### config.mk
export PLATFORM = sky130hd
export DESIGN_NAME = hd_leakage_monitor
export DESIGN_NICKNAME = d
export VERILOG_FILES = /design/src/rtl/hd_leakage_monitor.sv
export SDC_FILE = /design/constraint.sdc
export NUM_CORES = 1
export LEC_CHECK = 0
export ABC_AREA = 0
export CORE_UTILIZATION = 58
export CTS_CLUSTER_SIZE = 16
export DETAILED_ROUTE_END_ITERATION = 10
export PLACE_DENSITY = 0.75
export SLEW_MARGIN = 15
export SYNTH_ARGS = -nofsm -noshare
export SYNTH_HDL_FRONTEND = slang
export SYNTH_SLANG_ARGS = --single-unit
export TNS_END_PERCENT = 100
### constraint.sdc
create_clock -name clk -period 9.5 [get_ports clk]
set_input_delay 1.425 -clock clk [delete_from_list [all_inputs] [get_ports clk]]
set_output_delay 1.425 -clock clk [all_outputs]
set_load 0.02 [all_outputs]
### src/rtl/hd_leakage_monitor.sv
// hd_leakage_monitor: per-simulation Hamming distance/weight/toggle recorder feeding a FWFT record FIFO.
// Optional macro TOGGLE_ACC_EN: enables POST-phase toggle accumulation; otherwise rec_toggles is tied 0.
module hd_leakage_monitor #(
    parameter int OUT_SIZE   = 8,
    parameter int CYCLES     = 4,
    parameter int FIFO_DEPTH = 4,
    parameter int HDW        = $clog2(OUT_SIZE + 1),
    parameter int TW         = $clog2(OUT_SIZE * CYCLES + 1)
) (
    input  logic                clk,
    input  logic                rst_n,
    input  logic                clear,
    input  logic                start,
    input  logic [OUT_SIZE-1:0] state_in,
    output logic                busy,
    output logic                rec_valid,
    input  logic                rec_ready,
    output logic [15:0]         rec_sim_id,
    output logic [HDW-1:0]      rec_hd,
    output logic [HDW-1:0]      rec_hw,
    output logic [TW-1:0]       rec_toggles,
    output logic                overflow,
    output logic                start_err
);
    localparam int CW  = (CYCLES > 1) ? $clog2(CYCLES) : 1;
    localparam int AW  = $clog2(FIFO_DEPTH);
    localparam int AW1 = AW + 1;
    localparam int RW  = 16 + 2 * HDW + TW;
    localparam logic [CW-1:0] LAST = CW'(CYCLES - 1);

    typedef enum logic [1:0] {IDLE, PRE, POST, COMMIT} state_t;

    function automatic logic [HDW-1:0] popcount(input logic [OUT_SIZE-1:0] v);
        logic [HDW-1:0] n;
        n = '0;
        for (int i = 0; i < OUT_SIZE; i++) n = n + HDW'(v[i]);
        return n;
    endfunction

    state_t              state_q, state_d;
    logic [CW-1:0]       cnt_q, cnt_d;
    logic [15:0]         sim_cnt_q, sim_cnt_d, sim_id_q, sim_id_d;
    logic [OUT_SIZE-1:0] pre_q, pre_d, post_q, post_d;
    logic                overflow_q, overflow_d, start_err_q, start_err_d;
    logic [AW:0]         wr_q, wr_d, rd_q, rd_d;
    logic [RW-1:0]       mem_q [FIFO_DEPTH];
    logic [RW-1:0]       mem_d [FIFO_DEPTH];
    logic [TW-1:0]       toggles;
    logic [RW-1:0]       rec;
    logic                push_req, full, pop, push, drop;

    assign busy = state_q != IDLE;

    // Window sequencing: PRE and POST each last CYCLES clocks, then one COMMIT clock.
    always_comb begin
        state_d   = state_q;
        cnt_d     = cnt_q;
        sim_cnt_d = clear ? '0 : sim_cnt_q;
        sim_id_d  = sim_id_q;
        pre_d     = pre_q;
        post_d    = post_q;
        case (state_q)
            IDLE: if (start) begin
                state_d   = PRE;
                cnt_d     = '0;
                sim_id_d  = sim_cnt_d;
                sim_cnt_d = sim_cnt_d + 16'd1;
            end
            PRE: begin
                cnt_d = cnt_q + 1'b1;
                if (cnt_q == LAST) begin
                    pre_d   = state_in;
                    cnt_d   = '0;
                    state_d = POST;
                end
            end
            POST: begin
                cnt_d = cnt_q + 1'b1;
                if (cnt_q == LAST) begin
                    post_d  = state_in;
                    state_d = COMMIT;
                end
            end
            default: state_d = IDLE;
        endcase
    end

`ifdef TOGGLE_ACC_EN
    localparam int TW1 = TW + 1;
    logic [OUT_SIZE-1:0] prev_q, prev_d;
    logic [TW-1:0]       tog_q, tog_d;
    logic [TW:0]         tog_sum;

    // Accumulate per-cycle bit flips during POST, saturating at the field maximum.
    always_comb begin
        prev_d  = prev_q;
        tog_d   = tog_q;
        tog_sum = {1'b0, tog_q} + TW1'(popcount(state_in ^ prev_q));
        if (state_q == IDLE && start) tog_d = '0;
        if (state_q == PRE && cnt_q == LAST) prev_d = state_in;
        if (state_q == POST) begin
            tog_d  = tog_sum[TW] ? '1 : tog_sum[TW-1:0];
            prev_d = state_in;
        end
    end

    // Toggle accumulator registers.
    always_ff @(posedge clk or negedge rst_n) begin
        if (!rst_n) begin
            prev_q <= '0;
            tog_q  <= '0;
        end else begin
            prev_q <= prev_d;
            tog_q  <= tog_d;
        end
    end

    assign toggles = tog_q;
`else
    assign toggles = '0;
`endif

    assign rec_valid = wr_q != rd_q;
    assign full      = (wr_q ^ rd_q) == {1'b1, {AW{1'b0}}};
    assign pop       = rec_valid & rec_ready;
    assign push_req  = state_q == COMMIT;
    assign push      = push_req & (~full | pop);
    assign drop      = push_req & full & ~pop;
    assign rec       = {sim_id_q, popcount(pre_q ^ post_q), popcount(post_q), toggles};

    assign {rec_sim_id, rec_hd, rec_hw, rec_toggles} = rec_valid ? mem_q[rd_q[AW-1:0]] : '0;
    assign overflow  = overflow_q;
    assign start_err = start_err_q;

    // Record FIFO update and sticky flags; clear wins over a same-cycle set.
    always_comb begin
        mem_d = mem_q;
        if (push) mem_d[wr_q[AW-1:0]] = rec;
        wr_d        = wr_q + AW1'(push);
        rd_d        = rd_q + AW1'(pop);
        overflow_d  = ~clear & (overflow_q | drop);
        start_err_d = ~clear & (start_err_q | (start & busy));
    end

    // State registers; reset discards any in-flight window and empties the FIFO.
    always_ff @(posedge clk or negedge rst_n) begin
        if (!rst_n) begin
            state_q     <= IDLE;
            cnt_q       <= '0;
            sim_cnt_q   <= '0;
            sim_id_q    <= '0;
            pre_q       <= '0;
            post_q      <= '0;
            overflow_q  <= 1'b0;
            start_err_q <= 1'b0;
            wr_q        <= '0;
            rd_q        <= '0;
            mem_q       <= '{default: '0};
        end else begin
            state_q     <= state_d;
            cnt_q       <= cnt_d;
            sim_cnt_q   <= sim_cnt_d;
            sim_id_q    <= sim_id_d;
            pre_q       <= pre_d;
            post_q      <= post_d;
            overflow_q  <= overflow_d;
            start_err_q <= start_err_d;
            wr_q        <= wr_d;
            rd_q        <= rd_d;
            mem_q       <= mem_d;
        end
    end
endmodule
==> metrics.log, run 1 <==
[metrics] number of stages on the worst setup path: 5
[metrics] fin crit share: ~48%
[metrics] critical setup path kind: register to output pin
[metrics] Longest Clk Path Bufs: 2
[metrics] Worst Reg2Reg Path Length in Cells: 10
[metrics] fmax: roughly 0.22 GHz
[metrics] Pwr Density: between 300 and 400 nW/um2
[metrics] total routing usage reported by global routing: 23.66%
[metrics] antenna violations before repair: 0
[metrics] floorplan die height: approximately 120 um
[metrics] number of storage elements in the synthesis netlist: around 160
[metrics] Antenna Nets Post-Route: 0
[metrics] Synth Instances: about 570
[metrics] FF-to-FF End: mem_q[102]
[metrics] overall routed net length: approximately 14,000 um
[metrics] start point of the worst min-delay path: mem_q[12]
[metrics] endpoint class of the critical path: output pin
[metrics] total negative slack: 0 ns
[metrics] area share of the largest cell type after synthesis: 51.84%
[metrics] pin count of the biggest net entering global routing: 80
[metrics] number of unique standard cell types used by synthesis: 47
[metrics] end point of the most critical hold path: mem_q[12]
[metrics] post-synth design cell area: approximately 7500 um2
[metrics] number of pins with negative max-slew slack in the final report: 0
[metrics] count of hold buffers inserted by post-cts repair: 0
[metrics] classification of the worst-slack hold path: register to register
[metrics] TritonCTS clock tree: done
[metrics] Detailed Routing Iterations Pass 1: 4
[metrics] Multi-input gate area: about 3400 um2
[metrics] via density per instance: between 5 and 6
[metrics] max capacitance violation total: 0
[metrics] CP Buf/Inv Count: 2
[metrics] number of cell rows: approximately 40
[metrics] proportion of synthesized chip area in sequential cells: roughly 52%
[metrics] worst path required time: ~8.1 ns
[metrics] total global routing overflow: 0
[metrics] clock-pin slew on the worst setup and hold paths: approximately 0.060 ns
[metrics] I/O Pins: 47
[metrics] number of setup buffers added after CTS: 0
[metrics] width of the die: around 120 um
[metrics] CP max-delay cell: sky130_fd_sc_hd__xnor2_1
[metrics] Reg area: 3904 um2
[metrics] Antenna Cells: 0
[metrics] category of the worst setup path launch point: register
[metrics] average cell area after synthesis: about 13 um2
[metrics] Max Fanout on Critical Path: 17
[metrics] cell at the root of the clock tree: sky130_fd_sc_hd__clkbuf_16
[metrics] worst slew margin relative to its limit: a little under a quarter
[metrics] routed vias: ~4,400
[metrics] Placed Cells: 759
[metrics] cell-by-cell listing of the critical path: xnor2_1, nor3b_4, buf_8, and2b_1, clkdlybuf4s50_1
[metrics] IR Drop Worst-Case VDD: between 0.0003 and 0.0004 V
[metrics] cell types with the highest counts after synthesis: sky130_fd_sc_hd__dfrtp_1, sky130_fd_sc_hd__mux2_2, sky130_fd_sc_hd__nand2_1, sky130_fd_sc_hd__o21ai_0, sky130_fd_sc_hd__inv_1
[metrics] routability congestion estimate from global placement: ~0.76
[metrics] number of CTS-inserted buffers: 17
[metrics] leading cell type by number of instances after synthesis: sky130_fd_sc_hd__dfrtp_1
[metrics] CTS Sinks: about 160
[metrics] delay-heaviest family, CP: simple AND/OR/NAND/NOR gates
[metrics] post-cts sizing count: 0
[metrics] # DRC: 0
[metrics] launching point of the worst reg2reg path: post_q[1]
[metrics] H-tree level count: 4
[metrics] WHS Path Cells: 2
[metrics] slowest cell delay on critical path: 0.69 ns
[metrics] number of standard cells in the layout, taps in and fillers out: between 700 and 800
[metrics] worst-margin pin slew: approximately 1.2 ns
[metrics] share of layout cells above drive strength 1: 27.18%
[metrics] final setup violating endpoints: 0
[metrics] Routed WL per cell: 17.91 um
[metrics] Leak: about 4 nW
[metrics] Skew-Pair Late Insertion Delay: about 0.42 ns
[metrics] outcome: complete, no violations
[metrics] violation count after the first detailed-routing iteration: roughly 310
[metrics] leading cell types by total area after synthesis: sky130_fd_sc_hd__dfrtp_1, sky130_fd_sc_hd__mux2_2, sky130_fd_sc_hd__mux4_2, sky130_fd_sc_hd__ha_1, sky130_fd_sc_hd__mux2_4
[metrics] final number of hold-violating endpoints: 0
[metrics] Die Footprint: roughly 13,000 um2
[metrics] number of I/O port buffers: 40
[metrics] min Tclk post-route: 4.542 ns
[metrics] vias in the first global route: between 4,000 and 5,000
[metrics] signed area change from the synthesized netlist to the final layout: 15.43%
[metrics] Net count, final: ~640
[metrics] reg-to-reg slack, setup: between 6 and 7 ns
[metrics] Core ar.: 12,620 um2
[metrics] global-route wire length before repair: ~23,000 um
[metrics] predominant post-synthesis flop cell: sky130_fd_sc_hd__dfrtp_1
[metrics] initial core utilization: 59.68%
[metrics] YS warnings: 0
[metrics] count of filler cells inserted in the layout: 936
[metrics] RSZ-0062 raised after global routing: false
[metrics] worst clock skew: about 0.0046 ns
[metrics] Detailed Place HPWL: between 9000 and 10,000 um
[metrics] number of synthesized flops with an enable pin: 0
[metrics] Data arrival, critical path: between 3 and 4 ns
[metrics] FFs w/ async S/R, synth: 100.0%
[metrics] cell type contributing the most total cell area after synthesis: sky130_fd_sc_hd__dfrtp_1
==> flip-flops by register name, indices dropped and copies added (netlist names) <==
name       cells
mem_q         96
overflow       1
cnt_q          2
post_q         8
sim_id_q      16
rd_q           3
sim_cnt_q     16
pre_q          8
state_q        2
start_err      1
wr_q           3
==> logic make-up (layout without fill, tap and decap cells) <==
logic type,count (synthesis),after routing,synth area share [%]
xor+xnor,27,27,3.339
compound gates,47,47,3.954
fa+ha+maj,24,24,4.785
buf+inv,58,105,3.904
simple gates,128,128,9.254
other cells,1,6,0.04979
flops,156,156,51.84
mux,125,125,22.88
==> worst max path at each step <==
stage | slack (ns) | startpoint | end
final | 4.96 | rd_q[2] | rec_sim_id[5]
after global placement | 5.20 | rd_q[2] | rec_sim_id[2]
after floorplan | 6.37 | rd_q[2] | rec_sim_id[0]
after detailed placement | 5.06 | rd_q[2] | rec_sim_id[2]
after CTS | 4.60 | rd_q[2] | rec_sim_id[2]
after global routing | 4.79 | rd_q[2] | rec_sim_id[0]
==> power by group <==
part / leakage (nW) / internal [mW] / switching, mW
logic: 1.67 / 0.615 / 0.756
registers: 2.07 / 0.792 / 0.0868
clock network: 0.306 / 0.456 / 0.248
==> worst register-to-register path: stages (launching register included) <==
cell                      delay [ns]
sky130_fd_sc_hd__dfrtp_1        0.40
sky130_fd_sc_hd__xnor2_1        0.22
sky130_fd_sc_hd__fa_1           0.49
sky130_fd_sc_hd__fa_1           0.52
sky130_fd_sc_hd__fa_1           0.48
sky130_fd_sc_hd__inv_1          0.06
sky130_fd_sc_hd__ha_1           0.16
sky130_fd_sc_hd__inv_1          0.06
sky130_fd_sc_hd__fa_1           0.37
sky130_fd_sc_hd__xor2_1         0.26
sky130_fd_sc_hd__o21ai_0        0.14
==> stage by stage <==
| stage | util, % | hold slack, ns | instance area [um2] | power (mW) | setup WS (ns) |
|---|---|---|---|---|---|
| floorplan | - | 0.4446 | 7550 | 1.868 | 6.375 |
| global placement | 63.90 | 0.4558 | 8064 | 2.200 | 5.197 |
| detailed placement | 63.90 | 0.4702 | 8064 | 2.259 | 5.065 |
| CTS | 68.77 | 0.4834 | 8678 | 2.969 | 4.601 |
| global route | 68.89 | 0.5058 | 8693 | 3.175 | 4.792 |
| finish | 68.89 | 0.4771 | 8693 | 2.954 | 4.958 |
==> cell type report <==
| class | count | area share (%) |
|---|---|---|
| Clock inverter | 8 | 1.612 |
| Sequential cell | 156 | 44.90 |
| Tap cell | 172 | 2.476 |
| Inverter | 26 | 1.123 |
| Multi-Input combinational cell | 357 | 38.95 |
| Timing Repair Buffer | 49 | 5.484 |
| Clock buffer | 22 | 5.455 |
==> placed cells by master (no fill, tap or decap), types with 6 or more instances in the layout <==
cell type	netlist	routed
sky130_fd_sc_hd__xnor2_1	19	19
sky130_fd_sc_hd__xor2_1	6	6
sky130_fd_sc_hd__dfrtp_1	156	156
sky130_fd_sc_hd__nor2b_1	21	21
sky130_fd_sc_hd__buf_4	6	8
sky130_fd_sc_hd__mux2_4	13	13
sky130_fd_sc_hd__o21ai_0	29	29
sky130_fd_sc_hd__mux2_2	85	85
sky130_fd_sc_hd__and2b_1	12	12
sky130_fd_sc_hd__conb_1	1	6
sky130_fd_sc_hd__a21oi_1	6	6
sky130_fd_sc_hd__clkdlybuf4s50_1	0	39
sky130_fd_sc_hd__inv_1	26	26
sky130_fd_sc_hd__nand2_1	45	45
sky130_fd_sc_hd__nand2b_1	11	11
sky130_fd_sc_hd__fa_1	8	8
sky130_fd_sc_hd__mux4_2	24	24
sky130_fd_sc_hd__clkbuf_16	0	17
sky130_fd_sc_hd__ha_1	16	16
sky130_fd_sc_hd__nor2_1	14	14
==> routing by layer <==
metal	track usage [%]	up-vias	part of all wire (%)
li1	-	2031	-
met1	32.83	2251	46
met2	37.74	65	50
met3	5.073	16	2.8
met4	7.179	0	1.2
met5	0	-	0
Note: power is estimated with default switching activity, not from simulation.
==> inputs of run 2 (changes only) <==
--- a/config.mk
+++ b/config.mk
@@ -6,10 +6,10 @@
 export NUM_CORES = 1
 export LEC_CHECK = 0
 export ABC_AREA = 0
-export CORE_UTILIZATION = 58
+export CORE_UTILIZATION = 54
 export CTS_CLUSTER_SIZE = 16
 export DETAILED_ROUTE_END_ITERATION = 10
-export PLACE_DENSITY = 0.75
+export PLACE_DENSITY = 0.74
 export SLEW_MARGIN = 15
 export SYNTH_ARGS = -nofsm -noshare
 export SYNTH_HDL_FRONTEND = slang
==> constraint.sdc (replaced) <==
create_clock -name clk -period 3.9 [get_ports clk]
set_input_delay 0.585 -clock clk [delete_from_list [all_inputs] [get_ports clk]]
set_output_delay 0.585 -clock clk [all_outputs]
set_load 0.02 [all_outputs]
==> run 2 against run 1 <==
Utilization shrank 3.6 points. Die area rose by 7.3%. Largest cell class unchanged. Sequential cell count stayed put. Largest power group unchanged. Clock-buffer cell count rose by 5. Design area grew 0.65%. Clock skew rose by 0.0024 ns. Worst hold slack worse by 0.23 ns. Critical path depth unchanged. Power is 140% higher. Sequential share of layout area down 0.29 points. Sequential power is 150% higher. Clock power up 140%.
==> metrics.log, run 2 (synthesis gave the netlist of run 1 again) <==
[metrics] Routed WL per cell: about 18 um
[metrics] number of standard cells in the layout, taps in and fillers out: 801
[metrics] routability congestion estimate from global placement: roughly 0.80
[metrics] Placed Cells: slightly below 800
[metrics] I/O Pins: 47
[metrics] classification of the worst-slack hold path: input port to async pin
[metrics] TritonCTS clock tree: done
[metrics] pin count of the biggest net entering global routing: 100
[metrics] total negative slack: 0 ns
[metrics] critical setup path kind: register to output pin
[metrics] signed area change from the synthesized netlist to the final layout: 16.18%
[metrics] count of hold buffers inserted by post-cts repair: 0
[metrics] most common library cell in the layout ignoring fill and taps: sky130_fd_sc_hd__dfrtp_1
[metrics] worst-margin pin slew: about 0.96 ns
[metrics] Leak: around 4 nW
[metrics] number of pins with negative max-slew slack in the final report: 0
[metrics] max capacitance violation total: 0
[metrics] first element of the critical path: rd_q[2]
[metrics] initial core utilization: ~56%
[metrics] min Tclk post-route: 3.563 ns
[metrics] clock-pin slew on the worst setup and hold paths: ~0.060 ns
[metrics] Longest Clk Path Bufs: 2
[metrics] endpoint class of the critical path: output pin
[metrics] antenna violations before repair: 0
[metrics] worst clock skew: approximately 0.007 ns
[metrics] number of flip-flops in the largest register: 96
[metrics] Net count, final: ~650
[metrics] Antenna Cells: 0
[metrics] number of cell rows: 42
[metrics] H-tree level count: 4
[metrics] Antenna Nets Post-Route: 0
[metrics] Skew-Pair Late Insertion Delay: around 0.43 ns
[metrics] CP endpoint: rec_sim_id[2]
[metrics] Pwr Density: a little over 800 nW/um2
[metrics] category of the worst setup path launch point: register
[metrics] Detailed Place HPWL: 9722 um
[metrics] worst path required time: around 3.3 ns
[metrics] IR Drop Worst-Case VDD: around 0.00065 V
[metrics] most frequent cells in the layout: sky130_fd_sc_hd__dfrtp_1, sky130_fd_sc_hd__mux2_2, sky130_fd_sc_hd__nand2_1, sky130_fd_sc_hd__clkdlybuf4s50_1, sky130_fd_sc_hd__o21ai_0
[metrics] largest registers: mem_q x96, sim_cnt_q x16, sim_id_q x16
[metrics] post-cts sizing count: 0
[metrics] fin crit share: 91.35%
[metrics] launching point of the worst reg2reg path: post_q[0]
[metrics] Detailed Routing Iterations Pass 1: 4
[metrics] routed vias: roughly 4,400
[metrics] number of I/O port buffers: 40
[metrics] cell at the root of the clock tree: sky130_fd_sc_hd__clkbuf_16
[metrics] Worst Reg2Reg Path Length in Cells: 10
[metrics] Die Footprint: roughly 14,000 um2
[metrics] number of CTS-inserted buffers: 17
[metrics] FF-to-FF End: mem_q[12]
[metrics] total global routing overflow: 0
[metrics] violation count after the first detailed-routing iteration: between 300 and 400
[metrics] floorplan die height: 120.1 um
[metrics] overall routed net length: 14,440 um
[metrics] Most flops, register: mem_q
[metrics] width of the die: between 100 and 150 um
[metrics] Core ar.: approximately 13,000 um2
[metrics] number of setup buffers added after CTS: 0
[metrics] outcome: complete, no violations
[metrics] global-route wire length before repair: about 25,000 um
[metrics] fmax: ~0.28 GHz
[metrics] share of layout cells above drive strength 1: ~28%
[metrics] worst slew margin relative to its limit: 35.77%
[metrics] reg-to-reg slack, setup: between 0.6 and 0.7 ns
[metrics] final number of hold-violating endpoints: 0
[metrics] Data arrival, critical path: slightly below 3 ns
[metrics] vias in the first global route: 4,782
[metrics] # DRC: 0
[metrics] RSZ-0062 raised after global routing: false
[metrics] total routing usage reported by global routing: between 20 and 25%
[metrics] via density per instance: between 5 and 6
[metrics] CTS Sinks: approximately 160
[metrics] final setup violating endpoints: 0
[metrics] Max Fanout on Critical Path: 22
[run 2: cell types whose count changed in the layout (fill, tap and decap cells not counted), sizes merged]
cell,before,now
clkinvlp,0,1
clkinv,4,2
bufinv,4,2
buf,10,15
clkbuf,22,27
[run 2: per-layer routing]
metal  up-vias  wire [um]  track usage [%]
met2        77       7174            35.88
met5         -          0                0
met4         0        238            7.969
li1       2057          -                -
met1      2273       6476            29.98
met3        19        549            6.464
[run 2: layout make-up]
cell class,count,area (um2)
inverters,26,97.59
clock inverters,5,77.57
multi-input cells,357,3386
fillers,966,4651
repair buffers,54,531.8
well taps,176,220.2
clock buffers,27,533.0
flip-flops and latches,156,3904
[run 2: report_power, final]
| part | internal [mW] | total, mW | leakage, nW | switching (mW) |
|---|---|---|---|---|
| Sequential | 1.93 | 2.16 | 2.07 | 0.227 |
| Combinational | 1.53 | 3.38 | 1.70 | 1.85 |
| Clock | 1.06 | 1.67 | 0.300 | 0.614 |
[run 2: how the worst min path moves through the flow]
stage,start,to
2_1_floorplan,rst_n,cnt_q[0]
5_1_grt,rst_n,pre_q[0]
6_report,rst_n,pre_q[0]
3_5_place_dp,mem_q[98],mem_q[98]
3_3_place_gp,mem_q[42],mem_q[42]
4_1_cts,rst_n,pre_q[4]
[run 2: through the flow]
| stage | instance area, um2 | hold slack, ns | utilization (%) | setup WS (ns) | total power, mW |
|---|---|---|---|---|---|
| 2_1_floorplan | 7550 | 0.2894 | - | 0.8125 | 4.550 |
| 4_1_cts | 8750 | 0.2961 | 65.29 | 0.3123 | 7.276 |
| 5_1_grt | 8750 | 0.3269 | 65.29 | 0.2182 | 7.759 |
| 3_3_place_gp | 8139 | 0.4546 | 60.74 | 0.6806 | 5.410 |
| 6_report | 8750 | 0.2471 | 65.29 | 0.3372 | 7.214 |
| 3_5_place_dp | 8139 | 0.4692 | 60.74 | 0.6191 | 5.569 |
[run 2: critical path, cell delays in order (launching register included)]
cell and delay, ns:
sky130_fd_sc_hd__dfrtp_1 0.40, sky130_fd_sc_hd__xnor2_1 0.72, sky130_fd_sc_hd__nor3b_4 0.45, sky130_fd_sc_hd__buf_12 0.22
sky130_fd_sc_hd__and2b_1 0.21, sky130_fd_sc_hd__clkdlybuf4s50_1 0.55
